<file path="config.mk">
export PLATFORM = sky130hd
export DESIGN_NAME = gpr_bank_flat
export DESIGN_NICKNAME = d
export VERILOG_FILES = /design/src/rtl/gpr_bank_if.sv /design/src/rtl/gpr_bank.sv /design/src/flat_wrapper.sv
export SDC_FILE = /design/constraint.sdc
export NUM_CORES = 1
export LEC_CHECK = 0
export CORE_MARGIN = 2
export CORE_UTILIZATION = 55
export CTS_CLUSTER_DIAMETER = 40
export DETAILED_ROUTE_END_ITERATION = 8
export PLACE_DENSITY_LB_ADDON = 0.2
export RECOVER_POWER = 100
export SETUP_SLACK_MARGIN = 0.3
export SLEW_MARGIN = 20
export SYNTH_ARGS = -nofsm -noshare
export SYNTH_HDL_FRONTEND = slang
export SYNTH_SLANG_ARGS = --single-unit
</file>
<file path="constraint.sdc">
create_clock -name clk -period 9.25 [get_ports clk]
set_input_delay 1.85 -clock clk [delete_from_list [all_inputs] [get_ports clk]]
set_output_delay 1.85 -clock clk [all_outputs]
set_load 0.01 [all_outputs]
</file>
<file path="src/rtl/gpr_bank_if.sv">
// ---------------------------------------------------------------------------
// gpr_bank_if
// Bus bundle for the general-purpose register bank.
//
//   master : drives write port W, step unit and both read selects;
//            receives read data, valid map and select-error flag.
//   slave  : the register bank side.
//
// Signals
//   load, write_select, d_in        write port W
//   inc_en, inc_select, inc_step    step unit (reg += step)
//   rd_select_a, rd_select_b        read port selects
//   rd_data_a, rd_data_b            registered read data
//   valid                           per-register "written since reset" map
//   sel_err                         out-of-range write/step select last cycle
// ---------------------------------------------------------------------------
interface gpr_bank_if #(
    parameter int WIDTH = 16,
    parameter int NREGS = 8,
    parameter int SELW  = 4
);
    logic              load;
    logic [SELW-1:0]   write_select;
    logic [WIDTH-1:0]  d_in;
    logic              inc_en;
    logic [SELW-1:0]   inc_select;
    logic [WIDTH-1:0]  inc_step;
    logic [SELW-1:0]   rd_select_a;
    logic [SELW-1:0]   rd_select_b;
    logic [WIDTH-1:0]  rd_data_a;
    logic [WIDTH-1:0]  rd_data_b;
    logic [NREGS-1:0]  valid;
    logic              sel_err;

    modport master (
        output load, write_select, d_in,
        output inc_en, inc_select, inc_step,
        output rd_select_a, rd_select_b,
        input  rd_data_a, rd_data_b, valid, sel_err
    );

    modport slave (
        input  load, write_select, d_in,
        input  inc_en, inc_select, inc_step,
        input  rd_select_a, rd_select_b,
        output rd_data_a, rd_data_b, valid, sel_err
    );
endinterface

</file>
<file path="src/rtl/gpr_bank.sv">
// ---------------------------------------------------------------------------
// gpr_bank
// Flip-flop register bank with one write port, one step (add) unit and two
// registered, write-first read ports.
//
// Ports
//   clk    system clock, all state changes on the rising edge
//   reset  synchronous active-low reset
//   bus    gpr_bank_if.slave (write port, step unit, read ports, status)
//
// Parameters
//   WIDTH    data width
//   NREGS    number of registers (2..16)
//   SELW     select width, 2**SELW >= NREGS
//   R0_ZERO  1: register 0 is hard-wired to zero
// ---------------------------------------------------------------------------
module gpr_bank #(
    parameter int WIDTH   = 16,
    parameter int NREGS   = 8,
    parameter int SELW    = 4,
    parameter bit R0_ZERO = 1'b0
) (
    input  logic        clk,
    input  logic        reset,
    gpr_bank_if.slave   bus
);

    // One extra bit so NREGS == 2**SELW still compares correctly.
    localparam logic [SELW:0] NREGS_X = (SELW+1)'(NREGS);

    logic [WIDTH-1:0] regs      [NREGS];
    logic [WIDTH-1:0] regs_next [NREGS];
    logic [NREGS-1:0] valid_q;
    logic [NREGS-1:0] valid_next;
    logic [NREGS-1:0] wr_hit;
    logic [NREGS-1:0] inc_hit;
    logic [WIDTH-1:0] rd_a_q;
    logic [WIDTH-1:0] rd_b_q;
    logic [WIDTH-1:0] rd_a_next;
    logic [WIDTH-1:0] rd_b_next;
    logic             sel_err_q;
    logic             sel_err_next;
    logic             wr_in_range;
    logic             inc_in_range;

    assign wr_in_range  = ({1'b0, bus.write_select} < NREGS_X);
    assign inc_in_range = ({1'b0, bus.inc_select}   < NREGS_X);

    // Register 0 writes/steps under R0_ZERO are dropped without flagging.
    assign sel_err_next = (bus.load   && !wr_in_range) ||
                          (bus.inc_en && !inc_in_range);

    always_comb begin
        wr_hit  = '0;
        inc_hit = '0;
        for (int i = 0; i < NREGS; i++) begin
            wr_hit[i]  = bus.load   && (bus.write_select == SELW'(i));
            inc_hit[i] = bus.inc_en && (bus.inc_select   == SELW'(i));
        end
    end

    // Post-update register values; shared by the state update and the
    // read bypass so reads are write-first by construction.
    always_comb begin
        for (int i = 0; i < NREGS; i++) begin
            regs_next[i]  = regs[i];
            valid_next[i] = valid_q[i];
            if (wr_hit[i]) begin
                regs_next[i] = bus.d_in;
            end else if (inc_hit[i]) begin
                regs_next[i] = regs[i] + bus.inc_step;
            end
            if (wr_hit[i] || inc_hit[i]) begin
                valid_next[i] = 1'b1;
            end
        end
        if (R0_ZERO) begin
            regs_next[0]  = '0;
            valid_next[0] = 1'b1;
        end
    end

    // Select decode rather than direct indexing: out-of-range selects
    // fall through to zero.
    always_comb begin
        rd_a_next = '0;
        rd_b_next = '0;
        for (int i = 0; i < NREGS; i++) begin
            if (bus.rd_select_a == SELW'(i)) begin
                rd_a_next = regs_next[i];
            end
            if (bus.rd_select_b == SELW'(i)) begin
                rd_b_next = regs_next[i];
            end
        end
    end

    always_ff @(posedge clk) begin
        if (!reset) begin
            for (int i = 0; i < NREGS; i++) begin
                regs[i] <= '0;
            end
            valid_q   <= {{(NREGS-1){1'b0}}, R0_ZERO};
            rd_a_q    <= '0;
            rd_b_q    <= '0;
            sel_err_q <= 1'b0;
        end else begin
            for (int i = 0; i < NREGS; i++) begin
                regs[i] <= regs_next[i];
            end
            valid_q   <= valid_next;
            rd_a_q    <= rd_a_next;
            rd_b_q    <= rd_b_next;
            sel_err_q <= sel_err_next;
        end
    end

    assign bus.rd_data_a = rd_a_q;
    assign bus.rd_data_b = rd_b_q;
    assign bus.valid     = valid_q;
    assign bus.sel_err   = sel_err_q;

endmodule
</file>
<file path="src/flat_wrapper.sv">
// flat-port wrapper written by rule: the top's interface ports become plain ports
module gpr_bank_flat 
#(
    parameter int WIDTH   = 16,
    parameter int NREGS   = 8,
    parameter int SELW    = 4,
    parameter bit R0_ZERO = 1'b0
)
  (clk, reset, bus_load, bus_write_select, bus_d_in, bus_inc_en, bus_inc_select, bus_inc_step, bus_rd_select_a, bus_rd_select_b, bus_rd_data_a, bus_rd_data_b, bus_valid, bus_sel_err);
  gpr_bank_if #(.WIDTH(WIDTH), .NREGS(NREGS), .SELW(SELW)) bus_i ();
  input  logic clk;
  input  logic reset;
  input wire logic [$bits(bus_i.load)-1:0] bus_load;
  input wire logic [$bits(bus_i.write_select)-1:0] bus_write_select;
  input wire logic [$bits(bus_i.d_in)-1:0] bus_d_in;
  input wire logic [$bits(bus_i.inc_en)-1:0] bus_inc_en;
  input wire logic [$bits(bus_i.inc_select)-1:0] bus_inc_select;
  input wire logic [$bits(bus_i.inc_step)-1:0] bus_inc_step;
  input wire logic [$bits(bus_i.rd_select_a)-1:0] bus_rd_select_a;
  input wire logic [$bits(bus_i.rd_select_b)-1:0] bus_rd_select_b;
  output wire logic [$bits(bus_i.rd_data_a)-1:0] bus_rd_data_a;
  output wire logic [$bits(bus_i.rd_data_b)-1:0] bus_rd_data_b;
  output wire logic [$bits(bus_i.valid)-1:0] bus_valid;
  output wire logic [$bits(bus_i.sel_err)-1:0] bus_sel_err;
  assign bus_i.load = bus_load;
  assign bus_i.write_select = bus_write_select;
  assign bus_i.d_in = bus_d_in;
  assign bus_i.inc_en = bus_inc_en;
  assign bus_i.inc_select = bus_inc_select;
  assign bus_i.inc_step = bus_inc_step;
  assign bus_i.rd_select_a = bus_rd_select_a;
  assign bus_i.rd_select_b = bus_rd_select_b;
  assign bus_rd_data_a = bus_i.rd_data_a;
  assign bus_rd_data_b = bus_i.rd_data_b;
  assign bus_valid = bus_i.valid;
  assign bus_sel_err = bus_i.sel_err;
  gpr_bank #(.WIDTH(WIDTH), .NREGS(NREGS), .SELW(SELW), .R0_ZERO(R0_ZERO)) u_core (.clk(clk), .reset(reset), .bus(bus_i));
endmodule
</file>
==> reports/qor.yml <==
run_status:
  run_status: "complete, but fails checks"
  failed_checks: "max-capacitance violations, max-slew violations"
global_routing:
  global_route.peak_usage_layer: "met2"
  via_count_of_the_first_global_routing_pass: 15214
  antenna_violations_before_repair: 1
  global_route_overflow: 0
  grt_pass1_wl_um: 97720
  grt.met1_usage_pct: 62.55
  grtUsageMet2_pct: 63.82
  global_route.usage.total_pct: 46.77
  grt_max_degree: 54
  grt_util_met3_pct: 16.93
drt:
  drc_errors: 0
  antenna_left: 0
  first_pass_iters: 6
  wl_um: 67350
  avgViaCountPerCell: 7.037
  dr.first_iter.drc_count: 2318
  wl_per_cell_um: 28.17
  detailroute.via_count: 16826
power_and_ir_drop:
  peak_supply_drop_mv: 0.08972
  cellPowerDensity_nw_per_um2: 125.6
  design_power_total_mw: 2.082
  cellLeakagePower_nw: 6.756
clock_tree:
  tritoncts.num_buffers: 17
  cts.repair_timing.setup_buffer_count: 0
  cts.path.max_buffers: 2
  cts-hold-fix-buffers: 0
  clk_transition_reported_paths_ns: 0.09
  cts.root.buffer_cell: "sky130_fd_sc_hd__clkbuf_16"
  tritoncts_clock_tree: "done"
  cts.sink_count: 169
  post_cts_sizing_count: 0
  cts.htree.levels: 4
  clk-insertion-delay-late_ns: 0.46
synthesis:
  post_synthesis_instance_total: 2015
  synth_seq_area_share_pct: 22.72
  synth_seq_cells: 169
  top_ff_cell_synth: "sky130_fd_sc_hd__dfxtp_1"
  syn_area_um2: 14890
  synth_nets: 2195
  ys.warnings.count: 0
  syn-mean-instance-area_um2: 7.391
  synth-async-reset-ratio_pct: 0
  ys_types: 89
  synth-edff-count: 0
sta:
  setup_viol: 0
  worst_slew_pin_slew_ns: 2.991
  timing_max_transition_violations_final: 113
  slew_headroom_pct: -99.40
  finalCritPeriodShare_pct: 82.30
  finClkSkew_ns: 0.02409
  finalHoldViolations: 0
  maximum_operating_frequency_mhz: 131.4
  totalNegativeSetupSlack_ns: 0
  final.min_clock_period_ns: 7.613
  rsz_0062_raised_after_global_routing: "false"
  fin_ws_ns: 1.637
worst_setup_path:
  critical_path.startpoint_type: "primary input"
  worst_ep_arrival_time_ns: 7.94
  required_ns: 9.58
  worst_setup_path_end_kind: "flop"
  critPathMaxFanout: 50
  timing_worst_setup_path_type: "primary input to flop"
final_layout:
  final.fill_count: 2462
  net_count_reported_at_finish: 2216
  final_layout_size_suffix_gt1_share_pct: 4.246
  finish.instance_area_um2: 16580
  final_core_utilization_pct: 61.87
  area.growth.synth_to_final_pct: 11.34
placed_design:
  place_area_um2: 16010
  place_ws_ns: 2.532
  io_buffers: 92
  place_hpwl_um: 47700
  globalplace.congestion: 1.059
worst_hold_path:
  hold_path_class: "flop to flop"
floorplanning:
  fp-row-count: 60
  die_h_um: 168.6
  initial_utilization_pct: 55.57
  die_width_um: 168.6
  die-area_um2: 28410
  top_level_ports: 93
  core-area_um2: 26800
job:
  maxCapViolations: 3
==> registers in the layout, summed over array words and instances (netlist names) <==
register	count
u_core.bus.rd_data_b	16
u_core.regs	128
u_core.bus.sel_err	1
u_core.bus.valid	8
u_core.bus.rd_data_a	16
==> layout by cell type, fill, tap and decap left out, types with 27 or more instances in the layout <==
cell,count
sky130_fd_sc_hd__ha_1,120
sky130_fd_sc_hd__a31oi_1,37
sky130_fd_sc_hd__a21oi_1,167
sky130_fd_sc_hd__xnor2_1,36
sky130_fd_sc_hd__buf_4,28
sky130_fd_sc_hd__inv_1,51
sky130_fd_sc_hd__o21a_1,34
sky130_fd_sc_hd__o211ai_1,44
sky130_fd_sc_hd__nand3_1,43
sky130_fd_sc_hd__nor2_1,227
sky130_fd_sc_hd__and3_1,33
sky130_fd_sc_hd__nor3_1,65
sky130_fd_sc_hd__o21ai_0,123
sky130_fd_sc_hd__dfxtp_1,169
sky130_fd_sc_hd__clkdlybuf4s50_1,42
sky130_fd_sc_hd__a211oi_1,53
sky130_fd_sc_hd__dlygate4sd3_1,48
sky130_fd_sc_hd__mux2i_1,34
sky130_fd_sc_hd__and2_1,39
sky130_fd_sc_hd__nand2_1,204
sky130_fd_sc_hd__o21ai_1,32
sky130_fd_sc_hd__a21o_1,29
sky130_fd_sc_hd__xor2_1,27
==> logic make-up after synthesis <==
family	Yosys count	synth area share [%]
AO/OA/AOI/OAI	683	29.97
XOR/XNOR	63	3.705
adder cells (fa/ha/maj)	128	11.16
buffers and inverters	175	4.469
flip-flops	169	22.72
multiplexers	51	4.402
AND/OR/NAND/NOR	746	23.58
==> per-stage QoR <==
step | hold WS (ns) | instances
final | 0.4788 | 2391
after global routing | 0.5054 | 2390
after CTS | 0.4889 | 2390
after detailed placement | 0.4624 | 2358
after global placement | 0.4555 | 2358
after floorplan | 0.5033 | 2015
==> where the power goes <==
part | switching [mW] | total (mW) | internal, mW
clock | 0.379 | 0.794 | 0.415
combinational | 0.344 | 0.522 | 0.178
sequential | 0.0143 | 0.766 | 0.752
total | 0.737 | 2.08 | 1.35
==> path summary, 6_finish.rpt <==
path,cells after the start,startpoint,end,slack (ns)
max,10,reset,u_core.bus.rd_data_b[8],1.64
min,2,u_core.bus.valid[7],u_core.bus.valid[7],0.48
max reg2reg,11,u_core.regs[0][35],u_core.bus.rd_data_a[15],5.50
min reg2reg,2,u_core.bus.valid[7],u_core.bus.valid[7],0.48
==> synthesized netlist by cell type, types with 8 or more instances <==
cell type,instances,share of area [%]
sky130_fd_sc_hd__o21ai_0,96,3.2
sky130_fd_sc_hd__and2_1,61,2.6
sky130_fd_sc_hd__a31oi_1,37,1.6
sky130_fd_sc_hd__o22ai_1,16,0.67
sky130_fd_sc_hd__inv_1,51,1.3
sky130_fd_sc_hd__a211oi_1,52,2.6
sky130_fd_sc_hd__xor2_1,27,1.6
sky130_fd_sc_hd__o31a_1,10,0.59
sky130_fd_sc_hd__o31ai_1,10,0.50
sky130_fd_sc_hd__xnor2_1,36,2.1
sky130_fd_sc_hd__dfxtp_1,169,23
sky130_fd_sc_hd__a21o_1,29,1.5
sky130_fd_sc_hd__nor4_1,9,0.38
sky130_fd_sc_hd__mux4_2,11,1.7
sky130_fd_sc_hd__nor3_1,65,2.2
sky130_fd_sc_hd__nand4_1,9,0.38
sky130_fd_sc_hd__nand2b_1,15,0.63
sky130_fd_sc_hd__mux2i_1,34,2.3
sky130_fd_sc_hd__a22o_1,10,0.59
sky130_fd_sc_hd__o21bai_1,14,0.71
sky130_fd_sc_hd__fa_1,8,1.1
sky130_fd_sc_hd__clkbuf_1,110,2.8
sky130_fd_sc_hd__o311ai_1,8,0.47
sky130_fd_sc_hd__o21ai_1,59,2.0
sky130_fd_sc_hd__o211ai_1,44,2.2
sky130_fd_sc_hd__a2111oi_0,13,0.76
sky130_fd_sc_hd__nand3_1,43,1.4
sky130_fd_sc_hd__ha_1,120,10
sky130_fd_sc_hd__nor2b_1,23,0.97
sky130_fd_sc_hd__nand2_1,204,5.1
sky130_fd_sc_hd__and3_1,33,1.4
sky130_fd_sc_hd__or3_1,23,0.97
sky130_fd_sc_hd__a21oi_1,167,5.6
sky130_fd_sc_hd__nor2_1,227,5.7
sky130_fd_sc_hd__o21a_1,34,1.7
sky130_fd_sc_hd__o32ai_1,8,0.47
==> worst max-delay path, cell delays in order <==
cell,delay (ns)
sky130_fd_sc_hd__buf_2,0.09
sky130_fd_sc_hd__clkbuf_1,0.63
sky130_fd_sc_hd__clkinvlp_2,0.75
sky130_fd_sc_hd__clkbuf_1,1.35
sky130_fd_sc_hd__clkbuf_1,2.21
sky130_fd_sc_hd__nor2_1,0.35
sky130_fd_sc_hd__nand2_1,0.18
sky130_fd_sc_hd__o32ai_1,0.10
sky130_fd_sc_hd__a31oi_1,0.28
sky130_fd_sc_hd__nand3_1,0.11
==> per-layer routing <==
metal / part of all wire (%) / vias to the layer above / wire (um)
met5: 0.019 / - / 13
met4: 7.0 / 2 / 4731
met3: 15 / 221 / 10270
met2: 38 / 1199 / 25860
met1: 39 / 7920 / 26470
li1: - / 7484 / -
==> cell type report <==
| type | instances | area [um2] | area share, % |
|---|---|---|---|
| Timing Repair Buffer | 124 | 1136 | 6.851 |
| Antenna cell | 1 | 2.502 | 0.01509 |
| Sequential cell | 169 | 3383 | 20.40 |
| Multi-Input combinational cell | 1671 | 10810 | 65.19 |
| Clock buffer | 17 | 425.4 | 2.565 |
| Clock inverter | 15 | 197.7 | 1.192 |
| Inverter | 53 | 200.2 | 1.207 |
| Tap cell | 341 | 426.7 | 2.573 |
No activity file was read; power rests on OpenSTA's default activity.
